## src/rtl/adaptive_threshold_writer_pkg.sv

```systemverilog
// Shared types and constants for the adaptive threshold writer: FSM encoding,
// default settings-bus addresses and the saturating threshold scaler.
package adaptive_threshold_writer_pkg;

   localparam int TH_ADDR_DEF = 1;
   localparam int WS_ADDR_DEF = 3;
   localparam int ACC_W       = 42;

   typedef enum logic [2:0] {
      INIT_WS,
      IDLE,
      ACCUM,
      SCALE,
      WRITE
   } state_e;

   // Q8.8 multiply of the block mean, clipped to the 32-bit register range.
   function automatic logic [31:0] scale_sat(input logic [31:0] mean,
                                             input logic [15:0] scale);
      logic [47:0] prod;
      prod = ({16'b0, mean} * {32'b0, scale}) >> 8;
      if (prod[47:32] != '0) return 32'hFFFF_FFFF;
      return prod[31:0];
   endfunction

endpackage

```

## src/rtl/adaptive_threshold_writer_noise_accumulator.sv

```systemverilog
// Block accumulator for FFT magnitudes: running sum plus sample counter whose
// terminal count flags the sample that completes a 2^LOG2_BLOCK block.
module noise_accumulator
   import adaptive_threshold_writer_pkg::*;
#(
   parameter int LOG2_BLOCK = 10
) (
   input  logic             clock,
   input  logic             reset,
   input  logic             sclr,
   input  logic             en,
   input  logic [31:0]      data,
   output logic [ACC_W-1:0] acc,
   output logic             tc
);

   logic [ACC_W-1:0]      acc_q, acc_d;
   logic [LOG2_BLOCK-1:0] cnt_q, cnt_d;

   always_comb begin
      acc_d = acc_q;
      cnt_d = cnt_q;
      if (sclr) begin
         acc_d = '0;
         cnt_d = '0;
      end else if (en) begin
         acc_d = acc_q + ACC_W'(data);
         cnt_d = cnt_q + 1'b1;
      end
   end

   always_ff @(posedge clock or negedge reset) begin
      if (!reset) begin
         acc_q <= '0;
         cnt_q <= '0;
      end else begin
         acc_q <= acc_d;
         cnt_q <= cnt_d;
      end
   end

   assign acc = acc_q;
   // High in the cycle the last sample of the block is being accepted.
   assign tc  = en && !sclr && (cnt_q == '1);

endmodule

```

## src/rtl/adaptive_threshold_writer.sv

```systemverilog
// Noise-floor driven detection threshold: averages FFT magnitudes per block,
// scales the mean and writes it onto a settings bus shared with a host.
module adaptive_threshold_writer
   import adaptive_threshold_writer_pkg::*;
#(
   parameter int TH_ADDR    = TH_ADDR_DEF,
   parameter int WS_ADDR    = WS_ADDR_DEF,
   parameter int LOG2_BLOCK = 10
) (
   input  logic        clock,
   input  logic        reset,
   input  logic        enable,
   input  logic [31:0] xk_d_fct,
   input  logic        dv_d_fct,
   input  logic [15:0] scale,
   input  logic [9:0]  window_size_cfg,
   input  logic        ws_load,
   input  logic        host_stb,
   input  logic [7:0]  host_addr,
   input  logic [31:0] host_data,
   output logic        set_stb,
   output logic [7:0]  set_addr,
   output logic [31:0] set_data,
   output logic [31:0] th_current,
   output logic [15:0] upd_cnt
);

   state_e            state_q, state_d;
   logic              set_stb_q, set_stb_d;
   logic [7:0]        set_addr_q, set_addr_d;
   logic [31:0]       set_data_q, set_data_d;
   logic [31:0]       th_q, th_d;
   logic [15:0]       upd_q, upd_d;
   logic              thr_pend_q, thr_pend_d;
   logic              ws_pend_q, ws_pend_d;

   logic              acc_sclr, acc_en, acc_tc, thr_due;
   logic [ACC_W-1:0]  acc, acc_sh;
   logic [31:0]       th_calc;
   logic              unused_acc_hi;

   noise_accumulator #(.LOG2_BLOCK(LOG2_BLOCK)) u_acc (
      .clock (clock),
      .reset (reset),
      .sclr  (acc_sclr),
      .en    (acc_en),
      .data  (xk_d_fct),
      .acc   (acc),
      .tc    (acc_tc)
   );

   assign acc_sh        = acc >> LOG2_BLOCK;
   assign unused_acc_hi = ^acc_sh[ACC_W-1:32];
   assign th_calc       = scale_sat(acc_sh[31:0], scale);

   always_ff @(posedge clock or negedge reset) begin
      if (!reset) begin
         state_q    <= INIT_WS;
         set_stb_q  <= 1'b0;
         set_addr_q <= '0;
         set_data_q <= '0;
         th_q       <= '0;
         upd_q      <= '0;
         thr_pend_q <= 1'b0;
         ws_pend_q  <= 1'b0;
      end else begin
         state_q    <= state_d;
         set_stb_q  <= set_stb_d;
         set_addr_q <= set_addr_d;
         set_data_q <= set_data_d;
         th_q       <= th_d;
         upd_q      <= upd_d;
         thr_pend_q <= thr_pend_d;
         ws_pend_q  <= ws_pend_d;
      end
   end

   always_comb begin
      state_d = state_q;
      case (state_q)
         INIT_WS: if (!host_stb) state_d = IDLE;
         IDLE:    if (enable) state_d = ACCUM;
         ACCUM:   if (!enable) state_d = IDLE;
                  else if (acc_tc) state_d = SCALE;
         SCALE:   state_d = WRITE;
         WRITE:   if (!(thr_pend_q && host_stb)) state_d = enable ? ACCUM : IDLE;
         default: state_d = INIT_WS;
      endcase
   end

   // The threshold is loaded into the bus register straight from SCALE so it
   // shows two cycles after the last sample; WRITE only retries a lost slot.
   always_comb begin
      acc_sclr   = (state_q == IDLE) || (state_q == WRITE);
      acc_en     = (state_q == ACCUM) && enable && dv_d_fct;
      thr_due    = (state_q == SCALE) || ((state_q == WRITE) && thr_pend_q);
      set_stb_d  = 1'b0;
      set_addr_d = set_addr_q;
      set_data_d = set_data_q;
      th_d       = (state_q == SCALE) ? th_calc : th_q;
      upd_d      = upd_q;
      thr_pend_d = thr_pend_q;
      ws_pend_d  = ws_pend_q | ws_load;
      if (host_stb) begin
         set_stb_d  = 1'b1;
         set_addr_d = host_addr;
         set_data_d = host_data;
         if (state_q == SCALE) thr_pend_d = 1'b1;
      end else if (thr_due) begin
         set_stb_d  = 1'b1;
         set_addr_d = 8'(TH_ADDR);
         set_data_d = th_d;
         upd_d      = upd_q + 1'b1;
         thr_pend_d = 1'b0;
      end else if (state_q == INIT_WS) begin
         set_stb_d  = 1'b1;
         set_addr_d = 8'(WS_ADDR);
         set_data_d = {22'b0, window_size_cfg};
      end else if (ws_pend_q) begin
         set_stb_d  = 1'b1;
         set_addr_d = 8'(WS_ADDR);
         set_data_d = {22'b0, window_size_cfg};
         ws_pend_d  = ws_load;
      end
   end

   assign set_stb    = set_stb_q;
   assign set_addr   = set_addr_q;
   assign set_data   = set_data_q;
   assign th_current = th_q;
   assign upd_cnt    = upd_q;

endmodule

```

## config.mk

```make
export PLATFORM = sky130hd
export DESIGN_NAME = adaptive_threshold_writer
export DESIGN_NICKNAME = d
export VERILOG_FILES = /design/src/rtl/adaptive_threshold_writer_pkg.sv /design/src/rtl/adaptive_threshold_writer_noise_accumulator.sv /design/src/rtl/adaptive_threshold_writer.sv
export SDC_FILE = /design/constraint.sdc
export NUM_CORES = 2
export LEC_CHECK = 0
export CAP_MARGIN = 20
export CORE_UTILIZATION = 55
export DETAILED_ROUTE_END_ITERATION = 12
export PLACE_DENSITY = 0.79
export REMOVE_ABC_BUFFERS = 1
export SLEW_MARGIN = 20
export SYNTH_ARGS = -nofsm -noshare
export SYNTH_HDL_FRONTEND = slang
export SYNTH_HIERARCHICAL = 1
export SYNTH_SLANG_ARGS = --single-unit
```

## constraint.sdc

```tcl
create_clock -name clock -period 6.3 [get_ports clock]
set_input_delay 0.945 -clock clock [delete_from_list [all_inputs] [get_ports clock]]
set_output_delay 0.945 -clock clock [all_outputs]
set_load 0.01 [all_outputs]
```

==> impl_metrics.csv <==
group,metric,value,unit
worst_setup_path,start_kind,"input port",
synth,post_synth_and_or_nand_nor_area_fraction,19.4,%
cells_and_area,multi_input_comb_area,0.0200,sq mm
route,dr_total_vias,23400,
cells_and_area,final_design_area_no_fill,0.0334,sq mm
cells_and_area,final_layout_size_suffix_gt1_share,22.6,%
global_routing,grt_first_pass_wirelength,134000,um
floorplanning,core_area,0.0454,sq mm
worst_setup_path,cp_slowest_stage_delay,0.64,ns
worst_setup_path,r2r_setup_slack,-0.82,ns
power,share_of_total_power_in_combinational_logic,73.7,%
cells_and_area,fillCellCount,3071,
placement,dp_cells,3887,
synth,yosysSeqAreaShare,14.4,%
global_routing,number_of_global_route_vias_before_repair,25500,
timing,fin_skew,0.0309,ns
floorplanning,floorplan.die.height,217,um
timing,layout_setup_ws,-0.885,ns
flow_run,cap_viol_max_count,0,
synth,synth_adder_area_share,40.5,%
route,drc_errors,0,
global_routing,gr-total-overflow,0,
synth,post_synth_inst_count,2879,
worst_setup_path,crit-reg2reg-launch,"u_acc/acc[19]$_DFFE_PN0P_",
min_path,worst_hold_class,"register to register",
run_status,run_status,"finished with violations",
clocking,cts_tree,"done",
synth,syn-mean-instance-area,8.80,sq um
cells_and_area,final-instance-count-excl-fill,4026,
timing,rsz0062_at_grt,"yes",
floorplanning,fp.dieW,217,um
worst_setup_path,timing.critical_path.required,6.66,ns
power,power.net_switching,4.78,mW
power,sw_share,47.9,%
clocking,clock_tree.htree_level_count,4,
clocking,cts-root-to-sink-buffers,2,
timing,timing.final.max_slew_violations,0,
global_routing,grt_max_degree,92,
power,power_density,299,mW/mm^2
clocking,clk_transition_reported_paths,0.06,ns
clocking,cts_hold_repair.buffers,0,
synth,xor_xnor_portion_of_the_synthesized_cell_area,2.83,%
global_routing,grt_antenna_before_repair,3,
cells_and_area,ff_latch_area,0.00366,sq mm
placement,dp_hpwl,60700,um
route,dr.first_iter.drc_count,2229,
min_path,timing.hold.worst_endpoint,"upd_cnt[15]$_DFFE_PN0P_",
timing,hold_violations,0,
worst_setup_path,r2r_cells,25,
power,internal_power,5.19,mW
timing,fin_crit,7.18,ns
floorplanning,die_area,0.0469,sq mm
power,clockPowerShare,12.0,%
route,drt-total-wl,85800,um
timing,fmaxAchievable,0.139,GHz
power,leakagePower,15.7,nW
clocking,worst_skew_pair.late_latency,0.51,ns
power,finalPower,9.97,mW
placement,postPlaceCellArea,0.0304,sq mm
timing,timing.final.crit_share,114,%
timing,tightestPinTransition,1.26,ns
clocking,clock_sink_count,146,
route,wl_per_cell,21.3,um
cells_and_area,fin_nets,4084,
power,vdd_ir_drop_max,0.000253,V
clocking,tritoncts.num_buffers,17,
placement,numPortBuffers,192,
synth,synth.lib_cells_used.distinct,96,
route,vias_per_cell,5.82,
worst_setup_path,crit_path_end_kind,"register",
cells_and_area,post-route-util,73.5,%
synth,synth-edff-count,0,
power,seqPwrFrac,14.3,%
floorplanning,initial_utilization,55.8,%
synth,synth_flop_cell,"dfrtp_1",
synth,synth_top_family_by_area,"adder cells",
floorplanning,rows,78,
worst_setup_path,critical_path_class,"input port to register",
clocking,cell_chosen_for_the_clock_root,"clkbuf_16",
worst_setup_path,worstReg2RegEnd,"set_data[11]$_DFFE_PN0P_",
worst_setup_path,worstPathMaxFanout,11,
synth,syn-cell-area,0.0253,sq mm
route,detail_route.first_pass.iterations,8,
worst_setup_path,crit_path_max_delay_cell_type,"fa_1",
placement,pre_cts_ws,-1.85,ns
min_path,hold_path_depth,1,
synth,synth_compound_gate_area_share,11.5,%
worst_setup_path,path_common_cell,"fa_1",
route,drt.antenna.violating_nets,0,
synth,muxShareOfSynthArea,1.24,%
cells_and_area,syn_to_final_growth,31.7,%
synth,yosys_warnings,6,
global_routing,grt_usage,37.2,%
floorplanning,floorplan.io_pins,193,
timing,timing.final.setup_violations,64,
timing,max_slew_margin,15.7,%
worst_setup_path,crit_arrival,7.55,ns
synth,synth-async-reset-ratio,100,%
placement,gpl.final_weighted_congestion,0.963,
run_status,violations,"setup timing",
synth,post_synthesis_register_bit_count,146,
min_path,start_point_of_the_worst_hold_path,"upd_cnt[15]$_DFFE_PN0P_",
[layer usage]
layer | GRT usage, % | share of wire (%) | up-vias
met1 | 43.7 | 36 | 11700
li1 | - | - | 10200
met3 | 9.56 | 9.4 | 378
met4 | 20.8 | 6.1 | 4
met5 | 0 | 0.035 | -
met2 | 62.2 | 49 | 1208
[synth_stat cells (8+ instances only)]
master	count	area, sq um
mux2i_1	23	230
buf_2	8	40.0
o21bai_1	8	60.1
o21ai_0	93	465
a21o_1	31	233
o21ai_1	32	160
nand2_1	404	1520
xnor2_1	44	385
a22oi_1	22	165
and2_1	241	1510
buf_4	10	75.1
a21oi_1	87	435
buf_6	14	158
inv_1	483	1810
fa_1	418	8370
ha_1	151	1890
a22o_1	8	70.1
dfrtp_1	146	3650
nor3_1	18	90.1
o211ai_2	8	100
xor2_1	38	333
nand4_1	34	213
a211oi_1	17	128
nor2_1	159	597
a31oi_1	20	125
o211ai_1	14	105
and3_1	13	81.3
a21oi_2	13	114
nand3_2	9	90.1
nand3_1	28	140
o21a_1	13	97.6
clkbuf_1	116	435
a21boi_0	16	120
nor4_2	21	263
[area by class of cell]
type                       instances  share of cell area [%]
clock inverter                    12                   0.577
tap                              600                    2.25
timing repair buffer             669                    19.4
multi-input combinational       2094                    60.0
antenna                            2                  0.0150
inverter                         483                    5.43
clock buffer                      20                    1.37
sequential                       146                    11.0
[critical path, delay by kind of cell]
kind | cells | cell delay (ns)
buffers and inverters | 10 | 1.24
AND/OR/NAND/NOR | 3 | 0.59
AO/OA/AOI/OAI | 7 | 1.39
adder cells (fa/ha/maj) | 7 | 3.35
[logic make-up after synthesis]
family / count (synthesis)
AO/OA/AOI/OAI: 430
XOR/XNOR: 82
adder cells (fa/ha/maj): 569
buffers and inverters: 639
flip-flops: 146
multiplexers: 30
AND/OR/NAND/NOR: 983
[flip-flops by register name, summed over array words and instances, names as in the netlist]
name,flops
thr_pend_q,1
set_data,32
set_stb,1
ws_pend_q,1
th_current,32
state_q,3
upd_cnt,16
set_addr,8
u_acc/cnt_q,10
u_acc/acc,42
[worst max path at each step]
stage	depth (start not counted)	slack, ns	from	end
2_1_floorplan	21	-1.36	scale[4]	set_data[0]$_DFFE_PN0P_
3_3_place_gp	25	-1.70	scale[5]	set_data[11]$_DFFE_PN0P_
3_5_place_dp	26	-1.85	scale[4]	set_data[11]$_DFFE_PN0P_
4_1_cts	27	-0.77	scale[4]	set_data[11]$_DFFE_PN0P_
5_1_grt	27	-1.11	scale[8]	set_data[1]$_DFFE_PN0P_
6_report	27	-0.88	scale[8]	set_data[11]$_DFFE_PN0P_
[through the flow]
step	hold slack, ns	TNS [ns]
floorplan	0.450	-69.09
global placement	0.458	-102.80
detailed placement	0.481	-111.65
CTS	0.500	-44.71
global route	0.505	-65.34
finish	0.492	-51.79
[placed cells by master (no fill, tap or decap), types with 31 or more instances in the layout]
master,synthesis,final
nor2_1,159,156
xor2_1,38,38
buf_4,10,387
nand4_1,34,34
xnor2_1,44,44
o21ai_1,32,32
o21ai_0,93,88
buf_12,0,35
buf_6,14,41
ha_1,151,132
nand2_1,404,393
inv_1,483,457
fa_1,418,391
clkdlybuf4s50_1,0,175
dfrtp_1,146,142
a21oi_1,87,77
and2_1,241,222
a21o_1,31,31
[power by group through the flow]
stage	Combinational, mW	Clock, mW	Sequential, mW
after floorplan	3.51	0	1.49
after CTS	6.86	1.20	1.42
after detailed placement	6.31	0	1.43
final	7.35	1.19	1.43
after global placement	6.16	0	1.42
after global routing	8.01	1.24	1.45
[what timing repair did]
item	CTS	global route
gates resized for setup	223	125
hold endpoints to repair	0	0
buffers inserted	81	13
setup endpoints to repair	64	64
pin swaps	110	76
cloned	13	3
(Power assumes the default switching activity.)
